<file path="src/rtl/sram_arbiter.sv">
// Round-robin arbiter sharing one synchronous single-port RAM
// between two valid/ready requesters with registered read return.
module sram_arbiter #(
  parameter int ADDR_W = 6,
  parameter int DATA_W = 8
) (
  input  logic              i_clk,
  input  logic              i_rst_n,
  input  logic              i_req0_valid,
  output logic              o_req0_ready,
  input  logic              i_req0_we,
  input  logic [ADDR_W-1:0] i_req0_addr,
  input  logic [DATA_W-1:0] i_req0_wdata,
  output logic              o_req0_rvalid,
  output logic [DATA_W-1:0] o_req0_rdata,
  input  logic              i_req1_valid,
  output logic              o_req1_ready,
  input  logic              i_req1_we,
  input  logic [ADDR_W-1:0] i_req1_addr,
  input  logic [DATA_W-1:0] i_req1_wdata,
  output logic              o_req1_rvalid,
  output logic [DATA_W-1:0] o_req1_rdata,
  output logic              o_ram_ce,
  output logic              o_ram_we,
  output logic [ADDR_W-1:0] o_ram_addr,
  output logic [DATA_W-1:0] o_ram_data,
  input  logic [DATA_W-1:0] i_ram_data,
  output logic              o_busy
);

  typedef enum logic [1:0] {
    S_IDLE,
    S_ISSUE,
    S_RD
  } state_t;

  state_t              r_state;
  logic                r_prio;
  logic                r_port;
  logic                r_ce;
  logic                r_we;
  logic [ADDR_W-1:0]   r_addr;
  logic [DATA_W-1:0]   r_wdata;
  logic                r_rvalid0;
  logic                r_rvalid1;
  logic [DATA_W-1:0]   r_rdata0;
  logic [DATA_W-1:0]   r_rdata1;

  logic w_idle;
  logic w_grant0;
  logic w_grant1;
  logic w_acc0;
  logic w_acc1;

  assign w_idle   = (r_state == S_IDLE);
  assign w_grant0 = i_req0_valid & (~i_req1_valid | ~r_prio);
  assign w_grant1 = i_req1_valid & (~i_req0_valid | r_prio);
  assign w_acc0   = w_idle & w_grant0;
  assign w_acc1   = w_idle & w_grant1;

  assign o_req0_ready  = w_acc0;
  assign o_req1_ready  = w_acc1;
  assign o_busy        = ~w_idle;
  assign o_ram_ce      = r_ce;
  assign o_ram_we      = r_we;
  assign o_ram_addr    = r_addr;
  assign o_ram_data    = r_wdata;
  assign o_req0_rvalid = r_rvalid0;
  assign o_req1_rvalid = r_rvalid1;
  assign o_req0_rdata  = r_rdata0;
  assign o_req1_rdata  = r_rdata1;

  // RAM pins double as the command latch; they idle at zero outside ISSUE
  always_ff @(posedge i_clk or negedge i_rst_n) begin
    if (!i_rst_n) begin
      r_state   <= S_IDLE;
      r_prio    <= 1'b0;
      r_port    <= 1'b0;
      r_ce      <= 1'b0;
      r_we      <= 1'b0;
      r_addr    <= '0;
      r_wdata   <= '0;
      r_rvalid0 <= 1'b0;
      r_rvalid1 <= 1'b0;
      r_rdata0  <= '0;
      r_rdata1  <= '0;
    end else begin
      r_rvalid0 <= 1'b0;
      r_rvalid1 <= 1'b0;
      unique case (r_state)
        S_IDLE: begin
          if (w_acc0 | w_acc1) begin
            r_port  <= w_acc1;
            r_prio  <= ~w_acc1;
            r_ce    <= 1'b1;
            r_we    <= w_acc1 ? i_req1_we : i_req0_we;
            r_addr  <= w_acc1 ? i_req1_addr : i_req0_addr;
            r_wdata <= w_acc1 ? i_req1_wdata : i_req0_wdata;
            r_state <= S_ISSUE;
          end
        end
        S_ISSUE: begin
          r_ce    <= 1'b0;
          r_we    <= 1'b0;
          r_addr  <= '0;
          r_wdata <= '0;
          r_state <= r_we ? S_IDLE : S_RD;
        end
        S_RD: begin
          if (r_port) begin
            r_rdata1  <= i_ram_data;
            r_rvalid1 <= 1'b1;
          end else begin
            r_rdata0  <= i_ram_data;
            r_rvalid0 <= 1'b1;
          end
          r_state <= S_IDLE;
        end
        default: r_state <= S_IDLE;
      endcase
    end
  end

endmodule

</file>
<file path="config.mk">
export PLATFORM = sky130hd
export DESIGN_NAME = sram_arbiter
export DESIGN_NICKNAME = d
export VERILOG_FILES = /design/src/rtl/sram_arbiter.sv
export SDC_FILE = /design/constraint.sdc
export NUM_CORES = 1
export LEC_CHECK = 0
export CAP_MARGIN = 30
export CORE_MARGIN = 10
export CORE_UTILIZATION = 37
export DETAILED_ROUTE_END_ITERATION = 6
export GPL_ROUTABILITY_DRIVEN = 0
export PLACE_DENSITY = 0.75
export SYNTH_ARGS = -nofsm -noshare
export SYNTH_HDL_FRONTEND = slang
export SYNTH_SLANG_ARGS = --single-unit
</file>
<file path="constraint.sdc">
create_clock -name i_clk -period 1.4 [get_ports i_clk]
set_input_delay 0.28 -clock i_clk [delete_from_list [all_inputs] [get_ports i_clk]]
set_output_delay 0.28 -clock i_clk [all_outputs]
set_load 0.005 [all_outputs]
</file>
==> out/qor.yml, run 1 <==
outcome: "finished with violations"
violations: "setup timing"
p_int_mw: 4.01
netlist-cell-type-count: 29
worst_slack_ns: -0.250
relSlewSlack_pct: 75.3
place_inst: 292
wl_per_cell_um: 19.5
endpoint_kind: "primary output"
netlist_area_um2: 1750
p_total_mw: 6.04
start_util_pct: 39.2
fin_crit_sh_pct: 118
p_seq_share_pct: 31.6
criticalPathCategory: "flop to primary output"
die_x_um: 88.9
p_comb_share_pct: 49.4
syn-num-nets: 194
worst_ep_arrival_time_ns: 1.37
fp.coreArea_um2: 4470
hpwl_um: 4130
vias: 1623
cts_buffers: 5
cts_buffer_depth: 2
report.final.slew_viol_count: 0
avgViaCountPerCell: 5.32
grt_use_total_pct: 13.9
p_per_area_nw_per_um2: 2050
finClkSkew_ns: 0.00729
totalNegativeSetupSlack_ns: -2.53
fin_nets: 294
root_buffer: "clkbuf_8"
chipHeight_um: 88.9
drt_first_pass_iters: 4
ant_nets: 0
ys_async_sr_fraction_pct: 100
totalWireLength_um: 5940
synth_area_leaders: "dfrtp_1, mux2_2, nand3_1, o211ai_2, o21ai_0"
clk_latency_ns: 0.28
pwr-share-clk_pct: 19.0
power.leakage_nw: 1.36
setup-violations-final: 33
grt_pass1_wl_um: 8670
final_cells: 305
n_antenna_cell: 0
path_max_fanout: 2
antenna_found_initial: 0
avgSynthCellArea_um2: 11.5
hold_class: "primary input to asynchronous set/reset pin"
synth-seq-area-share_pct: 54.2
rows: 24
dr.first_iter.drc_count: 87
hold_viol_final: 0
drive_gt1_share_pct: 29.6
h-tree-depth: 2
overflow: 0
worstMarginPinSlew_ns: 0.371
clock-sinks: 38
fmax_mhz: 606
grt_pass1_vias: 1731
syn2layout_area_growth_pct: 67.8
synth_edf_count: 0
ys_warn_count: 0
worst_ep_required_time_ns: 1.12
port-buffer-count: 78
max_cap_viol_count: 0
yosys_register_bits: 38
cts_tree: "yes"
drc: 0
ys.flop_type: "dfrtp_1"
start_kind: "flop"
synth_area_leader_cell: "dfrtp_1"
clkTransAtPathRegs_ns: 0.08
yosysMostFrequentCell: "dfrtp_1"
period_needed_ns: 1.65
dieArea_um2: 7900
ios: 79
peakVddDrop_uv: 1110
synth_cells: 152
synth_commonest_cells: "dfrtp_1, nand3_1, mux2_2"
grt_max_degree: 19
rsz0062_at_grt: "true"
p_sw_mw: 2.03
synth_top_area_share_pct: 54.2
swShare_pct: 33.6
-- cell usage in the layout (no fill, tap or decap), types with 2 or more instances in the layout --
| cell type | count |
|---|---|
| mux2_2 | 15 |
| nor2_2 | 2 |
| nand3_1 | 26 |
| nor3_2 | 2 |
| bufinv_16 | 2 |
| buf_6 | 8 |
| o21ai_0 | 13 |
| a2111oi_4 | 2 |
| dfrtp_1 | 38 |
| nand2_1 | 4 |
| buf_4 | 18 |
| clkbuf_8 | 6 |
| o211ai_1 | 4 |
| o211ai_2 | 9 |
| inv_1 | 3 |
| clkdlybuf4s50_1 | 39 |
| nor2_1 | 3 |
| nor4_1 | 2 |
| dlygate4sd2_1 | 35 |
| a21oi_1 | 3 |
-- layer usage --
metal  track usage (%)  wire (µm)  up-vias
met5                 0          0        -
met4              3.52         90        0
met3              4.87        423       10
met2              24.5       3060       58
met1              15.7       2360      802
li1                  -          -      753
-- worst max-delay path, stage by stage, from the launching register on --
cell and delay [ns]:
dfrtp_1 0.41, buf_6 0.13, nor2_2 0.10, buf_4 0.13
inv_1 0.05, dlygate4sd2_1 0.26
-- metrics by stage --
| step | hold slack, ns | cell area [µm²] | setup WS [ns] | utilization (%) |
|---|---|---|---|---|
| 2_1_floorplan | -0.0156 | 1750 | -0.00928 | - |
| 3_3_place_gp | 0.210 | 2700 | -0.658 | 60.3 |
| 3_5_place_dp | 0.211 | 2700 | -0.656 | 60.3 |
| 4_1_cts | 0.440 | 2860 | -0.254 | 64.0 |
| 5_1_grt | 0.457 | 2940 | -0.296 | 65.8 |
| 6_report | 0.435 | 2940 | -0.250 | 65.8 |
-- sequential cells by signal (all words and copies together) (netlist names) --
register / count
o_ram_data: 8
o_req0_rdata: 8
o_req1_rdata: 8
o_ram_addr: 6
r_state: 2
o_ram_ce: 1
o_ram_we: 1
o_req0_rvalid: 1
o_req1_rvalid: 1
r_port: 1
r_prio: 1
-- repair_timing --
action | CTS | global route
hold buffers | 1 | 0
cloned | 1 | 1
resized for setup | 56 | 15
pin swaps | 2 | 3
endpoints found under the setup margin | 67 | 36
setup buffers | 2 | 0
hold endpoints to repair | 14 | 0
-- power groups by stage --
stage                     clock network (mW)  logic [mW]  registers (mW)
final                                   1.15        2.99            1.91
after global routing                    1.20        3.26            1.97
after CTS                               1.16        2.85            1.90
after detailed placement                   0        3.06            1.93
after global placement                     0        3.03            1.90
after floorplan                            0        1.32            1.94
-- path summary, 6_finish.rpt --
path / cells past startpoint / slack, ns / endpoint / start
worst max-delay path: 5 / -0.25 / o_busy / r_state[0]
worst min-delay path: 2 / 0.44 / o_req0_rvalid / i_rst_n
worst max register to register: 4 / -0.11 / o_req0_rdata[0] / r_state[1]
worst min register to register: 1 / 0.45 / r_state[1] / o_ram_we
max in group asynchronous: 3 / 0.44 / o_req1_rdata[5] / i_rst_n
min in group i_clk: 1 / 0.45 / r_state[1] / o_ram_we
-- area by class of cell --
class	instances	area [µm²]
Timing Repair Buffer	104	970
Inverter	3	11.3
Tap cell	52	65.1
Clock inverter	2	60.1
Clock buffer	6	82.6
Multi-Input combinational cell	100	805
Fill cell	353	1530
Sequential cell	38	951
-- cell families (layout without fill, tap and decap cells) --
logic type,Yosys count,in the layout,share of synthesized area [%]
multiplexers,16,16,10.3
AO/OA/AOI/OAI,32,32,14.1
flip-flops,38,38,54.2
buffers and inverters,15,115,4.99
AND/OR/NAND/NOR,51,52,16.5
Note: power is estimated with default switching activity, not from simulation.
==> run 2: changes to the inputs <==
--- a/config.mk
+++ b/config.mk
@@ -5,12 +5,12 @@
 export SDC_FILE = /design/constraint.sdc
 export NUM_CORES = 1
 export LEC_CHECK = 0
-export CAP_MARGIN = 30
 export CORE_MARGIN = 10
 export CORE_UTILIZATION = 37
 export DETAILED_ROUTE_END_ITERATION = 6
 export GPL_ROUTABILITY_DRIVEN = 0
 export PLACE_DENSITY = 0.75
+export REMOVE_ABC_BUFFERS = 1
 export SYNTH_ARGS = -nofsm -noshare
 export SYNTH_HDL_FRONTEND = slang
 export SYNTH_SLANG_ARGS = --single-unit
==> out/qor.yml, run 2 (synthesis gave the netlist of run 1 again) <==
fin_crit_sh_pct: 122  # +4.5 points
p_int_mw: 3.83  # -4.5%
hold_class: "primary input to flop"
chipHeight_um: 88.9  # unchanged
clock-sinks: 38  # unchanged
p_seq_share_pct: 32.2  # +0.6 points
hpwl_um: 3910  # -5.2%
worst_slack_ns: -0.313  # -0.0626 ns
cts_buffers: 5  # unchanged
n_antenna_cell: 0  # unchanged
grt_pass1_vias: 1555  # -10%
detailedPlace.worstSlack_ns: -0.698  # -0.0415 ns
setup-violations-final: 25  # -24%
grt_pass1_wl_um: 8210  # -5.3%
totalNegativeSetupSlack_ns: -2.88  # -0.353 ns
hold_viol_final: 0  # unchanged
fmax_mhz: 584  # -3.7%
power.leakage_nw: 1.35  # -1.2%
h-tree-depth: 2  # unchanged
clkTransAtPathRegs_ns: 0.08  # about the same
pwr-share-clk_pct: 16.2  # -2.8 points
cts_buffer_depth: 2  # unchanged
report.final.slew_viol_count: 0  # unchanged
start_util_pct: 39.2  # unchanged
endpoint_kind: "primary output"
multi_input_comb_area_um2: 802  # -0.31%
r2r_start: "r_state[0]"
worstMarginPinSlew_ns: 0.445  # +0.0736 ns
ant_nets: 0  # unchanged
rrSetupSlack_ns: -0.16  # -0.05 ns
cp.buffers_inverters: 2  # -2
crit_top_cell: "buf_6"
p_comb_share_pct: 51.6  # +2.2 points
grt_max_degree: 22  # +3
max_cap_viol_count: 0  # unchanged
relSlewSlack_pct: 70.4  # -4.9 points
n_fill_cell: 364  # +3.1%
drc: 0  # unchanged
finClkSkew_ns: 0.00530  # -0.00199 ns
timing.rr.end: "o_ram_addr[0]"
path_max_fanout: 2  # unchanged
hold-path-cell-count: 3
peakVddDrop_uv: 1460  # +31%
worst_ep_required_time_ns: 1.12  # about the same
root_buffer: "clkbuf_8"
violations: "setup timing"
hp-start: "i_req1_valid"
final_common_cell: "clkdlybuf4s50_1"
ios: 79  # unchanged
min_to: "r_prio"
slowest_stage: "or3b_4"
swShare_pct: 34.2  # +0.64 points
cp_cell_sequence: "buf_6 > or3b_4 > nor2_8 > buf_6"
drt_first_pass_iters: 4  # unchanged
period_needed_ns: 1.71  # +0.0626 ns
wl_per_cell_um: 18.3  # -6.2%
rsz0062_at_grt: "true"
criticalPathCategory: "flop to primary output"
avgViaCountPerCell: 5.29  # -0.61%
totalWireLength_um: 5500  # -7.4%
layout.cells.most_common_list: "clkdlybuf4s50_1, dfrtp_1, dlygate4sd2_1"
start_kind: "flop"
p_per_area_nw_per_um2: 2000  # -2.8%
syn2layout_area_growth_pct: 66.4
outcome: "finished with violations"
die_x_um: 88.9  # unchanged
port-buffer-count: 78  # unchanged
regArea_um2: 951  # unchanged
cpLargestDelayFamily: "simple AND/OR/NAND/NOR gates"
fp.coreArea_um2: 4470  # unchanged
fin_nets: 291  # -1.0%
antenna_found_initial: 0  # unchanged
critPathMaxStageDelay_ns: 0.42  # about the same
dr.first_iter.drc_count: 79  # -9.2%
dieArea_um2: 7900  # unchanged
p_sw_mw: 2.00  # -1.7%
vias: 1592  # -1.9%
worst_ep_arrival_time_ns: 1.43  # +0.06 ns
drive_gt1_share_pct: 27.7  # -1.9 points
grt_use_total_pct: 13.5  # -0.42 points
overflow: 0  # unchanged
cts_tree: "yes"
rows: 24  # unchanged
ff2ff_path_depth: 6  # +2
clk_latency_ns: 0.29  # about the same
## run 2: tightest hold or removal path, stage by stage
cell and delay, ns:
dlymetal6s2s_1 0.12, buf_6 0.12, a31oi_1 0.07
## run 2: how the worst max path moves through the flow
stage	start	to	slack, ns	cells after the start
after global routing	r_state[0]	o_req1_ready	-0.36	4
after detailed placement	i_req1_valid	o_req1_ready	-0.70	4
after CTS	r_state[0]	o_req1_ready	-0.32	4
final	r_state[0]	o_req1_ready	-0.31	4
after global placement	i_req1_valid	o_req1_ready	-0.70	4
after floorplan	r_state[1]	o_ram_addr[0]	-0.48	4
## run 2: repair_timing
action | in CTS | in global routing
buffers inserted | 4 | 1
resized for setup | 58 | 14
gates cloned | 1 | 1
endpoints found under the hold margin | 17 | 0
pin swaps | 4 | 2
hold buffers | 1 | 0
endpoints found under the setup margin | 59 | 29
## run 2: area by class of cell
type,count,area share (%)
Timing Repair Buffer,102,33.5
Sequential cell,38,32.6
Multi-Input combinational cell,99,27.5
Clock buffer,6,2.83
Tap cell,52,2.23
Clock inverter,1,1.03
Inverter,3,0.386
## run 2: routing by layer
layer | global-route usage [%] | vias up | wire [µm] | share of wire [%]
met3 | 4.04 | 7 | 384 | 7.0
met1 | 16.4 | 777 | 2250 | 41
li1 | - | 756 | - | -
met2 | 22.2 | 52 | 2770 | 50
met4 | 4.85 | 0 | 89 | 1.6
met5 | 0 | - | 0 | 0
## run 2: through the flow
stage / instances / hold slack [ns] / cell area (µm²) / utilization [%] / power (mW)
6_report: 301 / 0.341 / 2920 / 65.2 / 5.83
5_1_grt: 301 / 0.381 / 2920 / 65.2 / 6.21
4_1_cts: 299 / 0.470 / 2840 / 63.6 / 5.73
3_5_place_dp: 287 / 0.247 / 2670 / 59.7 / 4.94
3_3_place_gp: 287 / 0.251 / 2670 / 59.7 / 4.88
2_1_floorplan: 140 / -0.0156 / 1680 / - / 3.12
## run 2: power by group through the flow
| stage | logic [mW] | registers (mW) | clock network [mW] |
|---|---|---|---|
| finish | 3.01 | 1.88 | 0.942 |
| global route | 3.24 | 1.96 | 1.01 |
| floorplan | 1.14 | 1.99 | 0 |
| global placement | 2.98 | 1.90 | 0 |
| CTS | 2.89 | 1.88 | 0.963 |
| detailed placement | 3.03 | 1.91 | 0 |
==> run 3: changes to the inputs <==
--- a/config.mk
+++ b/config.mk
@@ -7,6 +7,7 @@
 export LEC_CHECK = 0
 export CORE_MARGIN = 10
 export CORE_UTILIZATION = 37
+export CTS_CLUSTER_DIAMETER = 100
 export DETAILED_ROUTE_END_ITERATION = 6
 export GPL_ROUTABILITY_DRIVEN = 0
 export PLACE_DENSITY = 0.75
==> results of run 3 <==
The final DEF is identical to that of run 2; final timing and power are the same.
